===== src/rtl/tx_block_scheduler.sv =====
// tx_block_scheduler: feeds a 32-bit TX gearbox from two 64b/66b requesters
// (A = data blocks, header 01; B = control blocks, header 10). Each block is
// sent as two 32-bit halves paced by i_data_rdy. Requesters are served
// round-robin, and an idle block is inserted when nobody requests.
// A one-cycle start pulse is issued START_DELAY cycles after reset release.
// Optional feature macro: TX_BLOCK_SCHEDULER_SCRAMBLER_EN scrambles every
// loaded payload with x^58+x^39+1. The header is never scrambled.
module tx_block_scheduler #(
    parameter int          START_DELAY  = 16,
    parameter logic [63:0] IDLE_PAYLOAD = 64'h0000_0000_0000_001E
) (
    input  logic        i_usrclk2,
    input  logic        i_rst_n,
    output logic        o_startseq,
    input  logic        i_data_rdy,
    output logic [1:0]  o_header,
    output logic [31:0] o_data,
    input  logic        i_a_valid,
    input  logic [63:0] i_a_payload,
    output logic        o_a_ready,
    input  logic        i_b_valid,
    input  logic [63:0] i_b_payload,
    output logic        o_b_ready,
    output logic [31:0] o_blocks_sent,
    output logic [31:0] o_idle_inserted
);

    localparam logic [1:0]  HDR_DATA    = 2'b01;
    localparam logic [1:0]  HDR_CTRL    = 2'b10;
    localparam logic [15:0] START_LIMIT = 16'(START_DELAY);

    // ST_STARTUP waits for the start pulse; ST_LOW/ST_HIGH present the halves
    typedef enum logic [1:0] {
        ST_STARTUP,
        ST_LOW,
        ST_HIGH
    } state_t;

    state_t      state;
    state_t      state_next;
    logic [15:0] start_cnt;
    logic        start_hit;
    logic        startseq;
    logic [1:0]  hold_header;
    logic [63:0] hold_payload;
    logic        last_grant_a;
    logic        load_edge;
    logic        grant_a;
    logic        grant_b;
    logic [1:0]  load_header;
    logic [63:0] raw_payload;
    logic [63:0] load_payload;
    logic [31:0] blocks_sent;
    logic [31:0] idle_inserted;

    assign start_hit = (start_cnt + 16'd1) == START_LIMIT;

    // State register for the startup / half-sequencing FSM
    always_ff @(posedge i_usrclk2) begin
        if (!i_rst_n) begin
            state <= ST_STARTUP;
        end else begin
            state <= state_next;
        end
    end

    // Next state: leave startup on the start cycle, then toggle halves on data-ready
    always_comb begin
        state_next = state;
        case (state)
            ST_STARTUP: if (start_hit)  state_next = ST_LOW;
            ST_LOW:     if (i_data_rdy) state_next = ST_HIGH;
            ST_HIGH:    if (i_data_rdy) state_next = ST_LOW;
            default:    state_next = ST_STARTUP;
        endcase
    end

    // Round-robin grant and block selection, evaluated only on the load edge
    always_comb begin
        load_edge   = i_rst_n && (state == ST_HIGH) && i_data_rdy;
        grant_a     = load_edge && i_a_valid && (!i_b_valid || !last_grant_a);
        grant_b     = load_edge && i_b_valid && (!i_a_valid || last_grant_a);
        load_header = HDR_CTRL;
        raw_payload = IDLE_PAYLOAD;
        if (grant_a) begin
            load_header = HDR_DATA;
            raw_payload = i_a_payload;
        end else if (grant_b) begin
            raw_payload = i_b_payload;
        end
    end

`ifdef TX_BLOCK_SCHEDULER_SCRAMBLER_EN
    logic [57:0] scr_state;
    logic [57:0] scr_next;
    logic [57:0] scr_work;
    logic        scr_bit;

    // Full 64-bit scrambler step, LSB first, computed for the block being loaded
    always_comb begin
        scr_work     = scr_state;
        scr_bit      = 1'b0;
        load_payload = '0;
        for (int i = 0; i < 64; i++) begin
            scr_bit         = raw_payload[i] ^ scr_work[38] ^ scr_work[57];
            load_payload[i] = scr_bit;
            scr_work        = {scr_work[56:0], scr_bit};
        end
        scr_next = scr_work;
    end

    // Scrambler state advances only when a block is actually loaded
    always_ff @(posedge i_usrclk2) begin
        if (!i_rst_n) begin
            scr_state <= 58'h3FF_FFFF_FFFF_FFFF;
        end else if (load_edge) begin
            scr_state <= scr_next;
        end
    end
`else
    assign load_payload = raw_payload;
`endif

    // Startup counter, start pulse, holding register, RR pointer and statistics
    always_ff @(posedge i_usrclk2) begin
        if (!i_rst_n) begin
            start_cnt     <= '0;
            startseq      <= 1'b0;
            hold_header   <= HDR_CTRL;
            hold_payload  <= IDLE_PAYLOAD;
            last_grant_a  <= 1'b0;
            blocks_sent   <= '0;
            idle_inserted <= '0;
        end else begin
            startseq <= (state == ST_STARTUP) && start_hit;
            if (state == ST_STARTUP) begin
                start_cnt <= start_cnt + 16'd1;
            end
            if (load_edge) begin
                hold_header  <= load_header;
                hold_payload <= load_payload;
                blocks_sent  <= blocks_sent + 32'd1;
                if (grant_a) begin
                    last_grant_a <= 1'b1;
                end else if (grant_b) begin
                    last_grant_a <= 1'b0;
                end else begin
                    idle_inserted <= idle_inserted + 32'd1;
                end
            end
        end
    end

    assign o_startseq      = startseq;
    assign o_header        = hold_header;
    assign o_data          = (state == ST_HIGH) ? hold_payload[63:32] : hold_payload[31:0];
    assign o_a_ready       = grant_a;
    assign o_b_ready       = grant_b;
    assign o_blocks_sent   = blocks_sent;
    assign o_idle_inserted = idle_inserted;

endmodule


===== config.mk =====
export PLATFORM = sky130hd
export DESIGN_NAME = tx_block_scheduler
export DESIGN_NICKNAME = d
export VERILOG_FILES = /design/src/rtl/tx_block_scheduler.sv
export SDC_FILE = /design/constraint.sdc
export NUM_CORES = 1
export LEC_CHECK = 0
export ABC_AREA = 1
export CAP_MARGIN = 20
export CORE_UTILIZATION = 44
export DETAILED_ROUTE_END_ITERATION = 10
export HOLD_SLACK_MARGIN = 0.08
export PLACE_DENSITY = 0.77
export SETUP_SLACK_MARGIN = 0.15
export SLEW_MARGIN = 20
export SYNTH_ARGS = -nofsm -noshare
export SYNTH_HDL_FRONTEND = slang
export SYNTH_SLANG_ARGS = --single-unit

===== constraint.sdc =====
create_clock -name i_usrclk2 -period 1.5 [get_ports i_usrclk2]
set_input_delay 0.15 -clock i_usrclk2 [delete_from_list [all_inputs] [get_ports i_usrclk2]]
set_output_delay 0.15 -clock i_usrclk2 [all_outputs]
set_load 0.03 [all_outputs]

==> metrics.txt <==
CTS Buf Count 17; final-report max-slew violation count 0; First DRT Iteration DRCs 928; Root Driver clkbuf_16; critical path's slowest cell dfxtp_4; CP cell instances inv_4 -> nand2_4 -> nor2_4 -> nand2_4 -> buf_6 -> nor2_4 -> buf_6 -> buf_8 -> clkbuf_16 -> nand2_4 -> nand3_2 -> nand2_1 -> inv_1; final instance area 14400 µm²; Pleak 7.20 nW; Fmax 548 MHz; FF-to-FF setup slack -330 ps; Synth area leaders dfxtp_1 (37%), nand2_1 (25%), inv_1 (6.9%), nand3_1 (6.6%), nor2_1 (4.7%); hold path cells 4; area leader, netlist dfxtp_1; # setup viols final 158; synthesis-stage register bit count 150; HP Start i_rst_n; status finished with violations; Unique masters post-synth 36; Via density 5.57; layout cells sized above 1 36.2%; Mapped Avg Cell Area 6.16 µm²; most common cell after layout, fill and taps aside nand2_1; Hold Slack 152 ps; power per cell area 676 nW/µm²; TritonRoute pass-1 iters 6; Routed Antenna Nets 0; Hold Buf Count CTS 0; detailed-placement wirelength estimate 17900 µm; syn nets 1444; DR DRC count 0; standard-cell rows 49; most frequent cells in the layout nand2_1 (429), inv_1 (137), clkdlybuf4s50_1 (131); initial antenna violation count 0; largest net degree at the start of global routing 95; unrepaired setup endpoints after global routing yes; final net count 1812; synthesis-to-layout area growth 79.4%; top_reg_cell synth dfxtp_1; CORE AREA 18000 µm²; period utilization 122%; sequential share of the synthesized area 37.3%; worst path arrival time 2200 ps; FF-to-FF End hold_payload[11]$_SDFFE_PN0P_; clock latency on the worst-skew pair 430 ps; # diodes 0; Filler cells 1022; Routed WL per cell 18.6 µm; failing checks setup timing; Max Clock Skew 10.7 ps; # H-tree levels 4; final worst path period need 1830 ps; global-route wire length before repair 44700 µm; Reg clk slew, reported paths 60 ps; die area 18800 µm²; normalized max-slew margin 53.9%; maxcap violations 0; critical path's largest stage delay 360 ps; area post-placement 11500 µm²; Critical Path End Type register; CP Max Fanout 8; r2r worst-path depth 13; GRT Util Overall 30.5%; CP Class reg -> reg; Post-Syn Area 8050 µm²; hold worst-path end start_cnt[8]$_SDFFE_PN0P_; Die Height 137 µm; RR Startpoint state[0]$_SDFFE_PN0P_; Die X 137 µm; I/O Pins 234; FF/Latch Area 3140 µm²; Post-synth EDFFs 0; final WL 35600 µm; final hold vios 0; Worst VDD drop 0.865 mV; vias in the first global route 9352; via count 10700; CP Launch Type register; clock sink count 150; grt total ovfl 0; Synth top area share 37.3%; Slew @ Worst Pin 691 ps; Hold WC Path Type in -> reg; Initial Util 44.8%; setup tns final -32020 ps; TritonCTS clock tree yes; total power 9.76 mW; gpl congestion 0.895; area occupied by multi-input gates 5740 µm²; cell repeated most along the worst path nand2_4; cells after synthesis 1307; PortBufs 233; final setup margin -325 ps; Post-synth ARST share 0%; warnings from Yosys 0; clk buf depth 2; CP required 1880 ps
==> timing repair <==
item	in CTS	in global routing
gates resized for setup	370	267
pin swaps	56	60
gates cloned	9	7
endpoints found under the hold margin	0	0
setup endpoints to repair	241	216
setup buffers	31	21
==> where the power goes <==
group	total, mW	internal (mW)	leakage [nW]	switching [mW]
clock network	4.40	2.63	0.293	1.77
logic	1.26	0.637	5.66	0.619
registers	4.11	4.03	1.25	0.0800
==> metrics by stage <==
step	cells	setup slack, ps	util, %
global placement	1817	-428	63.8
global route	1916	-370	80.4
detailed placement	1817	-436	63.8
floorplan	1307	-56.1	-
CTS	1888	-296	73.0
finish	1916	-325	80.4
==> cell families (layout without fill, tap and decap cells) <==
group / Yosys count / count (layout) / share of synthesized area, %
AO/OA/AOI/OAI: 108 / 108 / 7.29
XOR/XNOR: 26 / 26 / 2.83
adder cells (fa/ha/maj): 4 / 4 / 0.622
buffers and inverters: 202 / 582 / 9.66
flip-flops: 150 / 150 / 37.3
AND/OR/NAND/NOR: 817 / 817 / 42.3
==> Yosys cell counts, types with 2 or more instances <==
library cell	n
nand2_2	2
and3_1	2
nand3_1	106
clkbuf_1	31
o21ai_1	2
nor3_1	28
nor3b_1	4
nor2_8	2
nand4_1	21
o211ai_1	5
nand2_4	2
xor2_1	18
a31oi_1	2
nor2_1	100
xnor2_1	8
ha_1	4
a21oi_1	58
o21bai_1	3
o21a_1	3
nand3b_1	6
nor2_4	2
buf_1	3
nor4_1	2
dfxtp_1	150
buf_2	16
nand2_1	538
inv_2	3
inv_1	149
o21ai_0	30
==> routing by layer <==
metal	vias up	wire length [µm]	global-route usage, %
li1	4832	-	-
met1	4949	12400	33.2
met2	686	17700	54.7
met3	204	3070	7.62
met4	0	2400	15.4
met5	-	0	0
==> sequential cells by signal, indices dropped and copies added, names as in the netlist <==
signal and count:
hold_payload 64, o_startseq 1, o_idle_inserted 32, start_cnt 16, state 2, last_grant_a 1, o_blocks_sent 32, o_header 2
==> worst max path at each step <==
| stage | cells past startpoint | from | slack, ps | endpoint |
|---|---|---|---|---|
| global placement | 8 | i_a_valid | -430 | o_a_ready |
| CTS | 8 | state[0]$_SDFFE_PN0P_ | -300 | o_a_ready |
| global route | 13 | state[0]$_SDFFE_PN0P_ | -370 | hold_payload[11]$_SDFFE_PN0P_ |
| finish | 13 | state[0]$_SDFFE_PN0P_ | -330 | hold_payload[11]$_SDFFE_PN0P_ |
| floorplan | 11 | state[1]$_SDFFE_PN0P_ | -60 | o_idle_inserted[14]$_SDFFE_PN0P_ |
| detailed placement | 11 | i_a_valid | -440 | hold_payload[27]$_SDFFE_PN0P_ |
==> worst max-delay path, delay by kind of cell, from the launching register on <==
family | cells | cell delay [ps]
buffers and inverters | 6 | 780
AND/OR/NAND/NOR | 7 | 620
flip-flops | 1 | 360
==> final cells by class <==
type	instances	area share, %
repair inverters	3	0.182
clock inverters	4	0.199
clock buffers	27	3.99
inverters	152	4.15
well taps	229	1.98
flip-flops and latches	150	21.7
multi-input cells	955	39.7
repair buffers	396	28.1
(Power assumes the default switching activity.)
